### src/rtl/vga_pkg.sv
// vga_pkg
// Shared definitions for the VGA raster timing generator: the default
// 640x480@60 timing numbers, the per-clock pulse bundle, and two elaboration
// helpers. One helper sums a dimension's active and porch lengths into a
// total. The other checks that a coordinate width can hold that total minus one.
// No ports (package).
package vga_pkg;

  localparam int unsigned DEF_H_ACTIVE = 640;
  localparam int unsigned DEF_H_FP     = 16;
  localparam int unsigned DEF_H_SYNC   = 96;
  localparam int unsigned DEF_H_BP     = 48;
  localparam int unsigned DEF_V_ACTIVE = 480;
  localparam int unsigned DEF_V_FP     = 10;
  localparam int unsigned DEF_V_SYNC   = 2;
  localparam int unsigned DEF_V_BP     = 33;
  localparam int unsigned DEF_CLK_DIV  = 4;
  localparam int unsigned DEF_CW       = 10;

  // Single-clk event pulses, all qualified by the pixel enable.
  typedef struct packed {
    logic line_start;
    logic frame_start;
    logic vblank_start;
  } pulse_t;

  function automatic int unsigned total_from_porches(input int unsigned active,
                                                     input int unsigned fp,
                                                     input int unsigned sync,
                                                     input int unsigned bp);
    return active + fp + sync + bp;
  endfunction

  // True when the largest count (total-1) is representable in cw bits.
  function automatic bit cw_fits(input int unsigned cw, input int unsigned total);
    if (cw >= 32) return 1'b1;
    return (total - 1) < (32'd1 << cw);
  endfunction

endpackage

### src/rtl/vga_timing_gen_if.sv
// vga_timing_gen_if
// Bundle between the timing generator and its consumers (pixel generator,
// movement logic).
//   en           consumer -> generator, run enable
//   pix_ce       one-clk pulse on the first clk of each pixel
//   h_sync/v_sync sync levels
//   video_on     inside the visible area
//   x, y         raster coordinate, CW bits
//   line_start / frame_start / vblank_start  single-clk event pulses
//   frame_cnt    16-bit frame counter
// Modports: master = generator side, slave = consumer side.
interface vga_timing_gen_if #(parameter int CW = 10);
  logic          en;
  logic          pix_ce;
  logic          h_sync;
  logic          v_sync;
  logic          video_on;
  logic [CW-1:0] x;
  logic [CW-1:0] y;
  logic          line_start;
  logic          frame_start;
  logic          vblank_start;
  logic [15:0]   frame_cnt;

  modport master (
    input  en,
    output pix_ce, h_sync, v_sync, video_on, x, y,
           line_start, frame_start, vblank_start, frame_cnt
  );

  modport slave (
    output en,
    input  pix_ce, h_sync, v_sync, video_on, x, y,
           line_start, frame_start, vblank_start, frame_cnt
  );
endinterface

### src/rtl/vga_timing_gen_pix_ce_gen.sv
// pix_ce_gen
// Divides the system clock down to the pixel rate. The div counter runs
// 0..CLK_DIV-1 while en is high and freezes when en is low.
// Ports:
//   clk, rst_n  system clock, synchronous active-low reset
//   en          run enable
//   pix_first   combinational: en && div==0 (pixel's first clk, current state)
//   pix_last    combinational: en && div==CLK_DIV-1 (raster advances this clk)
//   pix_ce      registered pix_first, aligned with the top's registered outputs
module pix_ce_gen #(
  parameter int unsigned CLK_DIV = 4
) (
  input  logic clk,
  input  logic rst_n,
  input  logic en,
  output logic pix_first,
  output logic pix_last,
  output logic pix_ce
);

  // CLK_DIV=1 still gets a 1-bit counter that simply stays at zero.
  localparam int unsigned   DW       = (CLK_DIV > 1) ? $clog2(CLK_DIV) : 1;
  localparam logic [DW-1:0] DIV_LAST = DW'(CLK_DIV - 1);

  logic [DW-1:0] div_q, div_d;
  logic          pix_ce_q, pix_ce_d;

  always_comb begin
    div_d = div_q;
    if (en) begin
      div_d = (div_q == DIV_LAST) ? '0 : div_q + 1'b1;
    end
    pix_first = en && (div_q == '0);
    pix_last  = en && (div_q == DIV_LAST);
    pix_ce_d  = pix_first;
  end

  always_ff @(posedge clk) begin
    if (!rst_n) begin
      div_q    <= '0;
      pix_ce_q <= 1'b0;
    end else begin
      div_q    <= div_d;
      pix_ce_q <= pix_ce_d;
    end
  end

  assign pix_ce = pix_ce_q;

endmodule

### src/rtl/vga_timing_gen.sv
// vga_timing_gen
// Parametrised VGA raster timing generator on a single system clock. Every
// output is a registered decode of the current (div, h, v) state, so outputs
// lag the counters by one clk.
// Ports:
//   clk, rst_n  system clock, synchronous active-low reset
//   vga         vga_timing_gen_if.master (en in; pix_ce, syncs, video_on,
//               x, y, line/frame/vblank pulses, frame_cnt out)
// Configuration macro: VGA_TIMING_FRAME_CNT_EN. When it is defined, the
// design includes the 16-bit frame counter. Otherwise frame_cnt is tied to 0.
module vga_timing_gen
  import vga_pkg::*;
#(
  parameter int unsigned H_ACTIVE = DEF_H_ACTIVE,
  parameter int unsigned H_FP     = DEF_H_FP,
  parameter int unsigned H_SYNC   = DEF_H_SYNC,
  parameter int unsigned H_BP     = DEF_H_BP,
  parameter int unsigned V_ACTIVE = DEF_V_ACTIVE,
  parameter int unsigned V_FP     = DEF_V_FP,
  parameter int unsigned V_SYNC   = DEF_V_SYNC,
  parameter int unsigned V_BP     = DEF_V_BP,
  parameter bit          HS_POL   = 1'b0,
  parameter bit          VS_POL   = 1'b0,
  parameter int unsigned CLK_DIV  = DEF_CLK_DIV,
  parameter int unsigned CW       = DEF_CW
) (
  input logic              clk,
  input logic              rst_n,
  vga_timing_gen_if.master vga
);

  localparam int unsigned H_TOTAL = total_from_porches(H_ACTIVE, H_FP, H_SYNC, H_BP);
  localparam int unsigned V_TOTAL = total_from_porches(V_ACTIVE, V_FP, V_SYNC, V_BP);

  // Sync windows are closed ranges [START, LAST] so no constant ever needs
  // to hold H_TOTAL itself.
  localparam logic [CW-1:0] H_LAST   = CW'(H_TOTAL - 1);
  localparam logic [CW-1:0] V_LAST   = CW'(V_TOTAL - 1);
  localparam logic [CW-1:0] H_ACT_C  = CW'(H_ACTIVE);
  localparam logic [CW-1:0] V_ACT_C  = CW'(V_ACTIVE);
  localparam logic [CW-1:0] HS_START = CW'(H_ACTIVE + H_FP);
  localparam logic [CW-1:0] HS_LAST  = CW'(H_ACTIVE + H_FP + H_SYNC - 1);
  localparam logic [CW-1:0] VS_START = CW'(V_ACTIVE + V_FP);
  localparam logic [CW-1:0] VS_LAST  = CW'(V_ACTIVE + V_FP + V_SYNC - 1);
  localparam logic          HS_IDLE  = ~HS_POL;
  localparam logic          VS_IDLE  = ~VS_POL;

  if (CLK_DIV == 0) begin : g_bad_div
    $error("vga_timing_gen: CLK_DIV must be at least 1");
  end
  if (!cw_fits(CW, H_TOTAL) || !cw_fits(CW, V_TOTAL)) begin : g_bad_cw
    $error("vga_timing_gen: CW too narrow for H_TOTAL-1 / V_TOTAL-1");
  end

  logic pix_first, pix_last, pix_ce;

  pix_ce_gen #(.CLK_DIV(CLK_DIV)) u_pix_ce_gen (
    .clk       (clk),
    .rst_n     (rst_n),
    .en        (vga.en),
    .pix_first (pix_first),
    .pix_last  (pix_last),
    .pix_ce    (pix_ce)
  );

  logic [CW-1:0] h_q, h_d, v_q, v_d;
  logic [CW-1:0] x_q, x_d, y_q, y_d;
  logic          h_sync_q, h_sync_d, v_sync_q, v_sync_d;
  logic          video_on_q, video_on_d;
  pulse_t        pulse_q, pulse_d;

  // Raster counters step on the last clk of each pixel; v steps on h wrap.
  always_comb begin
    h_d = h_q;
    v_d = v_q;
    if (pix_last) begin
      if (h_q == H_LAST) begin
        h_d = '0;
        v_d = (v_q == V_LAST) ? '0 : v_q + 1'b1;
      end else begin
        h_d = h_q + 1'b1;
      end
    end
  end

  // Output decode; while stopped the levels and coordinate hold and the
  // pulses drop.
  always_comb begin
    x_d        = x_q;
    y_d        = y_q;
    h_sync_d   = h_sync_q;
    v_sync_d   = v_sync_q;
    video_on_d = video_on_q;
    pulse_d    = '0;
    if (vga.en) begin
      x_d        = h_q;
      y_d        = v_q;
      h_sync_d   = (h_q >= HS_START && h_q <= HS_LAST) ? HS_POL : HS_IDLE;
      v_sync_d   = (v_q >= VS_START && v_q <= VS_LAST) ? VS_POL : VS_IDLE;
      video_on_d = (h_q < H_ACT_C) && (v_q < V_ACT_C);
      pulse_d.line_start   = pix_first && (h_q == '0);
      pulse_d.frame_start  = pulse_d.line_start && (v_q == '0);
      pulse_d.vblank_start = pulse_d.line_start && (v_q == V_ACT_C);
    end
  end

  always_ff @(posedge clk) begin
    if (!rst_n) begin
      h_q        <= '0;
      v_q        <= '0;
      x_q        <= '0;
      y_q        <= '0;
      h_sync_q   <= HS_IDLE;
      v_sync_q   <= VS_IDLE;
      video_on_q <= 1'b0;
      pulse_q    <= '0;
    end else begin
      h_q        <= h_d;
      v_q        <= v_d;
      x_q        <= x_d;
      y_q        <= y_d;
      h_sync_q   <= h_sync_d;
      v_sync_q   <= v_sync_d;
      video_on_q <= video_on_d;
      pulse_q    <= pulse_d;
    end
  end

`ifdef VGA_TIMING_FRAME_CNT_EN
  logic [15:0] frame_cnt_q, frame_cnt_d;
  logic        seen_q, seen_d;

  // The frame_start that follows reset opens frame 0 and does not count.
  always_comb begin
    frame_cnt_d = frame_cnt_q;
    seen_d      = seen_q;
    if (pulse_d.frame_start) begin
      seen_d = 1'b1;
      if (seen_q) begin
        frame_cnt_d = frame_cnt_q + 16'd1;
      end
    end
  end

  always_ff @(posedge clk) begin
    if (!rst_n) begin
      frame_cnt_q <= '0;
      seen_q      <= 1'b0;
    end else begin
      frame_cnt_q <= frame_cnt_d;
      seen_q      <= seen_d;
    end
  end

  assign vga.frame_cnt = frame_cnt_q;
`else
  assign vga.frame_cnt = 16'd0;
`endif

  assign vga.pix_ce       = pix_ce;
  assign vga.h_sync       = h_sync_q;
  assign vga.v_sync       = v_sync_q;
  assign vga.video_on     = video_on_q;
  assign vga.x            = x_q;
  assign vga.y            = y_q;
  assign vga.line_start   = pulse_q.line_start;
  assign vga.frame_start  = pulse_q.frame_start;
  assign vga.vblank_start = pulse_q.vblank_start;

endmodule
### src/flat_wrapper.sv
// flat-port wrapper written by rule: the top's interface ports become plain ports
module vga_timing_gen_flat import vga_pkg::*;
#(
  parameter int unsigned H_ACTIVE = DEF_H_ACTIVE,
  parameter int unsigned H_FP     = DEF_H_FP,
  parameter int unsigned H_SYNC   = DEF_H_SYNC,
  parameter int unsigned H_BP     = DEF_H_BP,
  parameter int unsigned V_ACTIVE = DEF_V_ACTIVE,
  parameter int unsigned V_FP     = DEF_V_FP,
  parameter int unsigned V_SYNC   = DEF_V_SYNC,
  parameter int unsigned V_BP     = DEF_V_BP,
  parameter bit          HS_POL   = 1'b0,
  parameter bit          VS_POL   = 1'b0,
  parameter int unsigned CLK_DIV  = DEF_CLK_DIV,
  parameter int unsigned CW       = DEF_CW
)
  (clk, rst_n, vga_en, vga_pix_ce, vga_h_sync, vga_v_sync, vga_video_on, vga_x, vga_y, vga_line_start, vga_frame_start, vga_vblank_start, vga_frame_cnt);
  vga_timing_gen_if #(.CW(CW)) vga_i ();
  input logic clk;
  input logic rst_n;
  input wire logic [$bits(vga_i.en)-1:0] vga_en;
  output wire logic [$bits(vga_i.pix_ce)-1:0] vga_pix_ce;
  output wire logic [$bits(vga_i.h_sync)-1:0] vga_h_sync;
  output wire logic [$bits(vga_i.v_sync)-1:0] vga_v_sync;
  output wire logic [$bits(vga_i.video_on)-1:0] vga_video_on;
  output wire logic [$bits(vga_i.x)-1:0] vga_x;
  output wire logic [$bits(vga_i.y)-1:0] vga_y;
  output wire logic [$bits(vga_i.line_start)-1:0] vga_line_start;
  output wire logic [$bits(vga_i.frame_start)-1:0] vga_frame_start;
  output wire logic [$bits(vga_i.vblank_start)-1:0] vga_vblank_start;
  output wire logic [$bits(vga_i.frame_cnt)-1:0] vga_frame_cnt;
  assign vga_i.en = vga_en;
  assign vga_pix_ce = vga_i.pix_ce;
  assign vga_h_sync = vga_i.h_sync;
  assign vga_v_sync = vga_i.v_sync;
  assign vga_video_on = vga_i.video_on;
  assign vga_x = vga_i.x;
  assign vga_y = vga_i.y;
  assign vga_line_start = vga_i.line_start;
  assign vga_frame_start = vga_i.frame_start;
  assign vga_vblank_start = vga_i.vblank_start;
  assign vga_frame_cnt = vga_i.frame_cnt;
  vga_timing_gen #(.H_ACTIVE(H_ACTIVE), .H_FP(H_FP), .H_SYNC(H_SYNC), .H_BP(H_BP), .V_ACTIVE(V_ACTIVE), .V_FP(V_FP), .V_SYNC(V_SYNC), .V_BP(V_BP), .HS_POL(HS_POL), .VS_POL(VS_POL), .CLK_DIV(CLK_DIV), .CW(CW)) u_core (.clk(clk), .rst_n(rst_n), .vga(vga_i));
endmodule
### config.mk
export PLATFORM = sky130hd
export DESIGN_NAME = vga_timing_gen_flat
export DESIGN_NICKNAME = d
export VERILOG_FILES = /design/src/rtl/vga_pkg.sv /design/src/rtl/vga_timing_gen_if.sv /design/src/rtl/vga_timing_gen_pix_ce_gen.sv /design/src/rtl/vga_timing_gen.sv /design/src/flat_wrapper.sv
export SDC_FILE = /design/constraint.sdc
export NUM_CORES = 1
export LEC_CHECK = 0
export BUFFER_PORTS_ARGS = -buffer_cell sky130_fd_sc_hd__buf_2
export CAP_MARGIN = 20
export CORE_ASPECT_RATIO = 1.4
export CORE_MARGIN = 2
export CORE_UTILIZATION = 59
export CTS_BUF_LIST = sky130_fd_sc_hd__clkbuf_8 sky130_fd_sc_hd__clkbuf_16
export DETAILED_ROUTE_END_ITERATION = 10
export MAX_ROUTING_LAYER = met4
export PLACE_DENSITY = 0.85
export SLEW_MARGIN = 40
export SYNTH_ARGS = -nofsm -noshare
export SYNTH_HDL_FRONTEND = slang
export SYNTH_HIERARCHICAL = 1
export SYNTH_SLANG_ARGS = --single-unit
### constraint.sdc
create_clock -name clk -period 4.1 [get_ports clk]
set_input_delay 1.025 -clock clk [delete_from_list [all_inputs] [get_ports clk]]
set_output_delay 1.025 -clock clk [all_outputs]
set_load 0.05 [all_outputs]
# After elaboration in Yosys (flattened, before gate mapping)
# Index checks and enable logic that the tools add are counted.
# word_totals
in_bits,3
out_inout_bits,43
ff_bits,49
# classes
n_eq_ne,4
n_reduce_logical,13
add_sub_neg,3
order_cmp,6
muxes,5
# ops
op,n
"adder 10 x 1 -> 10 bit, second input constant",2
"equality test 10 bit, second input constant",2
logical NOT 10 bit,2
2-to-1 mux 10 bit,2
"equality test 10 x 9 -> 1 bit, second input constant",1
">= comparator 10 bit, second input constant",1
">= comparator 10 x 9 -> 1 bit, second input constant",1
"less-or-equal comparator 10 bit, second input constant",1
"less-or-equal comparator 10 x 9 -> 1 bit, second input constant",1
"< comparator 10 bit, second input constant",1
"< comparator 10 x 9 -> 1 bit, second input constant",1
logical AND 1 bit,8
AND reduction 2 bit,2
"adder 2 x 1 -> 2 bit, second input constant",1
"equality test 2 bit, second input constant",1
logical NOT 2 bit,1
2-to-1 mux 1 bit,2
2-to-1 mux 2 bit,1

# Longest topological paths before layout
# logic_depth
word_depth,4
mapped_depth,7
depth_no_buf,7

# Modules after synthesis
# Netlist, hierarchy kept.
# by_module_without_submodules
mod,instances,area_each_um2,cells_per_inst
vga_timing_gen,1,2194.6,240
pix_ce_gen,1,157.7,15

# Worst setup path before layout
# OpenSTA, ideal clock, no wires.
# synth_path
path_type,input to register
start,input port vga_en
end,register u_core.v_q[8]
path_slack_ns,1.509
cell_stages,6
required_time_ns,4.030
arrival_ns,2.521
setup_ns,0.070
path_buffers,1
cell_sequence,and2_2 clkbuf_1 nand3_1 or4_4 or3_1 a21oi_1
# synth_via
elab_chain_len,2
# synth_lines
item,line_no,source
start: declaration,flat_wrapper.sv:21,input wire logic [$bits(vga_i.en)-1:0] vga_en;
logical AND 1 bit,vga_timing_gen_pix_ce_gen.sv:34,pix_last = en && (div_q == DIV_LAST);
AND reduction 2 bit (no source line),--,
end signal: assignment,vga_timing_gen.sv:119,v_q <= v_d;
end: declaration,vga_timing_gen.sv:66,"logic [CW-1:0] h_q, h_d, v_q, v_d;"
# No other way between the ends.
# A chain may end at the register's enable or synchronous reset.

# Final worst setup path
# layout_path
start,input port vga_en
end,register u_core.v_q[3]
# layout_via
elab_chain_len,2
# layout_lines
item,line_no,source
logical AND 1 bit,vga_timing_gen_pix_ce_gen.sv:34,
named net u_core.pix_last,vga_timing_gen.sv:55,"logic pix_first, pix_last, pix_ce;"
AND reduction 2 bit (no source line),--,
# The timed path passes the listed nets, and every way through them passes these cells.

==> flow_metrics.env <==
export IMPL_start_kind="primary input"
export IMPL_dr_first_iter_drc_count=37
export IMPL_irDropWorstVdd_mv=0.276
export IMPL_grtUsageTotal_pct=21.0
export IMPL_post_cts_setup_buffer_count=0
export IMPL_clock_root_buffer="clkbuf_8"
export IMPL_slew_headroom_pct=45.4
export IMPL_min_delay_start="u_core/vga.video_on"
export IMPL_gp_congestion=0.864
export IMPL_core_sq_mm=0.00388
export IMPL_clk_pin_slew_worst_paths_ns=0.08
export IMPL_cts_tree="yes"
export IMPL_finalSetupViolCount=0
export IMPL_yosysTopAreaCellShare_pct=41.7
export IMPL_utilization_pct=64.5
export IMPL_drc_errors=0
export IMPL_avgSynthCellArea_sq_um=9.22
export IMPL_synthFlopType="dfxtp_1"
export IMPL_yosys_register_bits=49
export IMPL_fin_skew_ns=0.00199
export IMPL_async_reset_ff_share_pct=0
export IMPL_outcome="finished clean"
export IMPL_timing_rr_start="u_core/u_pix_ce_gen/div_q[0]"
export IMPL_drv_slew=0
export IMPL_die_x_microns=57.4
export IMPL_cts_buffer_depth=2
export IMPL_ys_seq_area_share_pct=41.7
export IMPL_drive_gt1_share_pct=15.9
export IMPL_via_per_inst=5.49
export IMPL_initial_utilization_pct=60.5
export IMPL_grt_pass1_wl_microns=7230
export IMPL_cts_buffers_inserted=5
export IMPL_wl_per_cell_microns=13.1
export IMPL_clock_latency_ns=0.30
export IMPL_crit_arrival_ns=2.56
export IMPL_setup_tns_ns=0
export IMPL_grt_met3_usage_pct=4.89
export IMPL_synthDistinctLibCells=45
export IMPL_use_met2_pct=36.0
export IMPL_slowest_delay_ns=0.57
export IMPL_htreeDepth=2
export IMPL_synth_top_area_cell="dfxtp_1"
export IMPL_antenna_found_initial=0
export IMPL_p_leak_nw=1.03
export IMPL_floorplan_die_area_sq_mm=0.00452
export IMPL_synth_warning_count=6
export IMPL_maxCapViolations=0
export IMPL_fin_cells=320
export IMPL_insertedDiodeCount=0
export IMPL_fmax_ghz=0.430
export IMPL_dp_cells=312
export IMPL_path_cells="buf_2, and2_2, nand3_1, or4_1, or3_1, a21oi_1"
export IMPL_final_nets=286
export IMPL_crit_slowest_cell="or4_1"
export IMPL_crit_path_start="vga_en"
export IMPL_crit_family="simple AND/OR/NAND/NOR gates"
export IMPL_grt_setup_unrepaired="false"
export IMPL_pin_count=46
export IMPL_numPortBuffers=29
export IMPL_synth_enable_flop_cells=0
export IMPL_crit_type="in -> reg"
export IMPL_stdcell_area_sq_mm=0.00251
export IMPL_path_max_fanout=9
export IMPL_worstMarginPinSlew_ns=0.812
export IMPL_period_needed_ns=2.33
export IMPL_row_count=27
export IMPL_crit_required_ns=4.33
export IMPL_p_per_area_mw_per_mm2=330
export IMPL_busiest_layer="met2"
export IMPL_cts_num_sinks=49
export IMPL_cts_hold_buf=0
export IMPL_hp_class="reg -> reg"
export IMPL_total_power_uw=828
export IMPL_num_vias=1758
export IMPL_routed_wl_microns=4180
export IMPL_met1_usage_pct=22.5
export IMPL_globalRouteOverflowTotal=0
export IMPL_cts_resized=0
export IMPL_drt_first_pass_iters=4
export IMPL_drtAntennaViolNets=0
export IMPL_hold_viol_final=0
export IMPL_critPathCaptureType="flop"
export IMPL_timing_critical_path_buf_inv=1
export IMPL_synth_area_sq_mm=0.00235
export IMPL_dp_hpwl_microns=2850
export IMPL_min_period_over_period_pct=56.7
export IMPL_grt_max_degree=39
export IMPL_die_y_microns=78.7
export IMPL_synthTopCellsByArea="dfxtp_1, mux2i_1, nor2b_1"
export IMPL_synthCells=255
export IMPL_placed_area_sq_mm=0.00242
export IMPL_first_global_vias=1659
export IMPL_syn_to_final_growth_pct=6.60
==> registers in the layout (all words and copies together) (netlist names) <==
name / count
u_core/v_q: 10
u_core/vga.video_on: 1
u_core/vga.y: 10
u_core/vga.line_start: 1
u_core/u_pix_ce_gen/pix_ce: 1
u_core/vga.v_sync: 1
u_core/u_pix_ce_gen/div_q: 2
u_core/vga.x: 10
u_core/vga.vblank_start: 1
u_core/vga.frame_start: 1
u_core/vga.h_sync: 1
u_core/h_q: 10
==> per-stage QoR <==
stage,hold WS (ns),setup WS [ns]
6_report,0.480,1.77
5_1_grt,0.500,1.66
4_1_cts,0.483,1.78
3_5_place_dp,0.471,1.47
3_3_place_gp,0.466,1.50
2_1_floorplan,0.469,1.51
==> area by class of cell <==
class | instances | area, sq um
clock buffers | 5 | 68.8
clock inverters | 3 | 13.8
fillers | 332 | 1380
inverters | 10 | 37.5
multi-input cells | 180 | 1200
flip-flops and latches | 49 | 981
well taps | 43 | 53.8
repair buffers | 30 | 153
==> power by group <==
| part | internal [mW] | switching [mW] |
|---|---|---|
| combinational | 0.0169 | 0.0588 |
| sequential | 0.479 | 0.00207 |
| clock | 0.116 | 0.155 |
| total | 0.612 | 0.215 |
==> synth_stat cells, types with 3 or more instances <==
cell and instances:
a21boi_0 3, a21oi_1 7, and2_1 4, and3_1 3, buf_2 3, buf_4 16, clkbuf_1 8, dfxtp_1 49
ha_1 7, inv_1 10, mux2i_1 21, nand2_1 14, nand2b_1 3, nand3_1 9, nand4_1 8, nor2_1 6
nor2b_1 23, nor3_1 4, nor4_1 5, o21a_1 3, o21ai_0 6, o22ai_1 3, o31ai_1 3, or3_1 4
or4_1 5, xnor2_1 7
==> kinds of logic (layout without fill, tap and decap cells) <==
group	after synthesis	after routing	synth area share, %
and+or+nand+nor	99	99	25.0
DFF	49	49	41.7
buffers and inverters	41	48	9.68
AOI/OAI and AO/OA	29	29	7.82
muxes	21	21	8.94
xor gates and xnor gates	8	8	2.98
adders and majority gates	7	7	3.72
other	1	16	0.159
==> tightest hold or removal path, stage by stage, from the launching register on <==
cell and delay (ns):
dfxtp_1 0.31, nand2b_1 0.06, a21boi_0 0.07
==> layout by cell type (no fill, tap or decap), drive strengths merged, types with 7 or more instances in the layout <==
master / count
a21oi: 7
nand2: 14
conb: 16
ha: 7
mux2i: 21
inv: 11
buf: 30
dfxtp: 49
nor2b: 23
nand4: 8
nand3: 9
xnor2: 7
==> per-layer routing <==
layer	vias to the layer above	share of wire (%)
li1	891	-
met1	829	43
met2	31	51
met3	7	3.5
met4	0	2.0
met5	-	0
==> worst paths after layout <==
check                        end  slack, ns  depth (start not counted)
max                u_core/v_q[3]       1.77                          6
min reg2reg  u_core/vga.video_on       0.48                          2
max reg2reg        u_core/v_q[3]       1.98                          6
min          u_core/vga.video_on       0.48                          2
No activity file was read; power rests on OpenSTA's default activity.
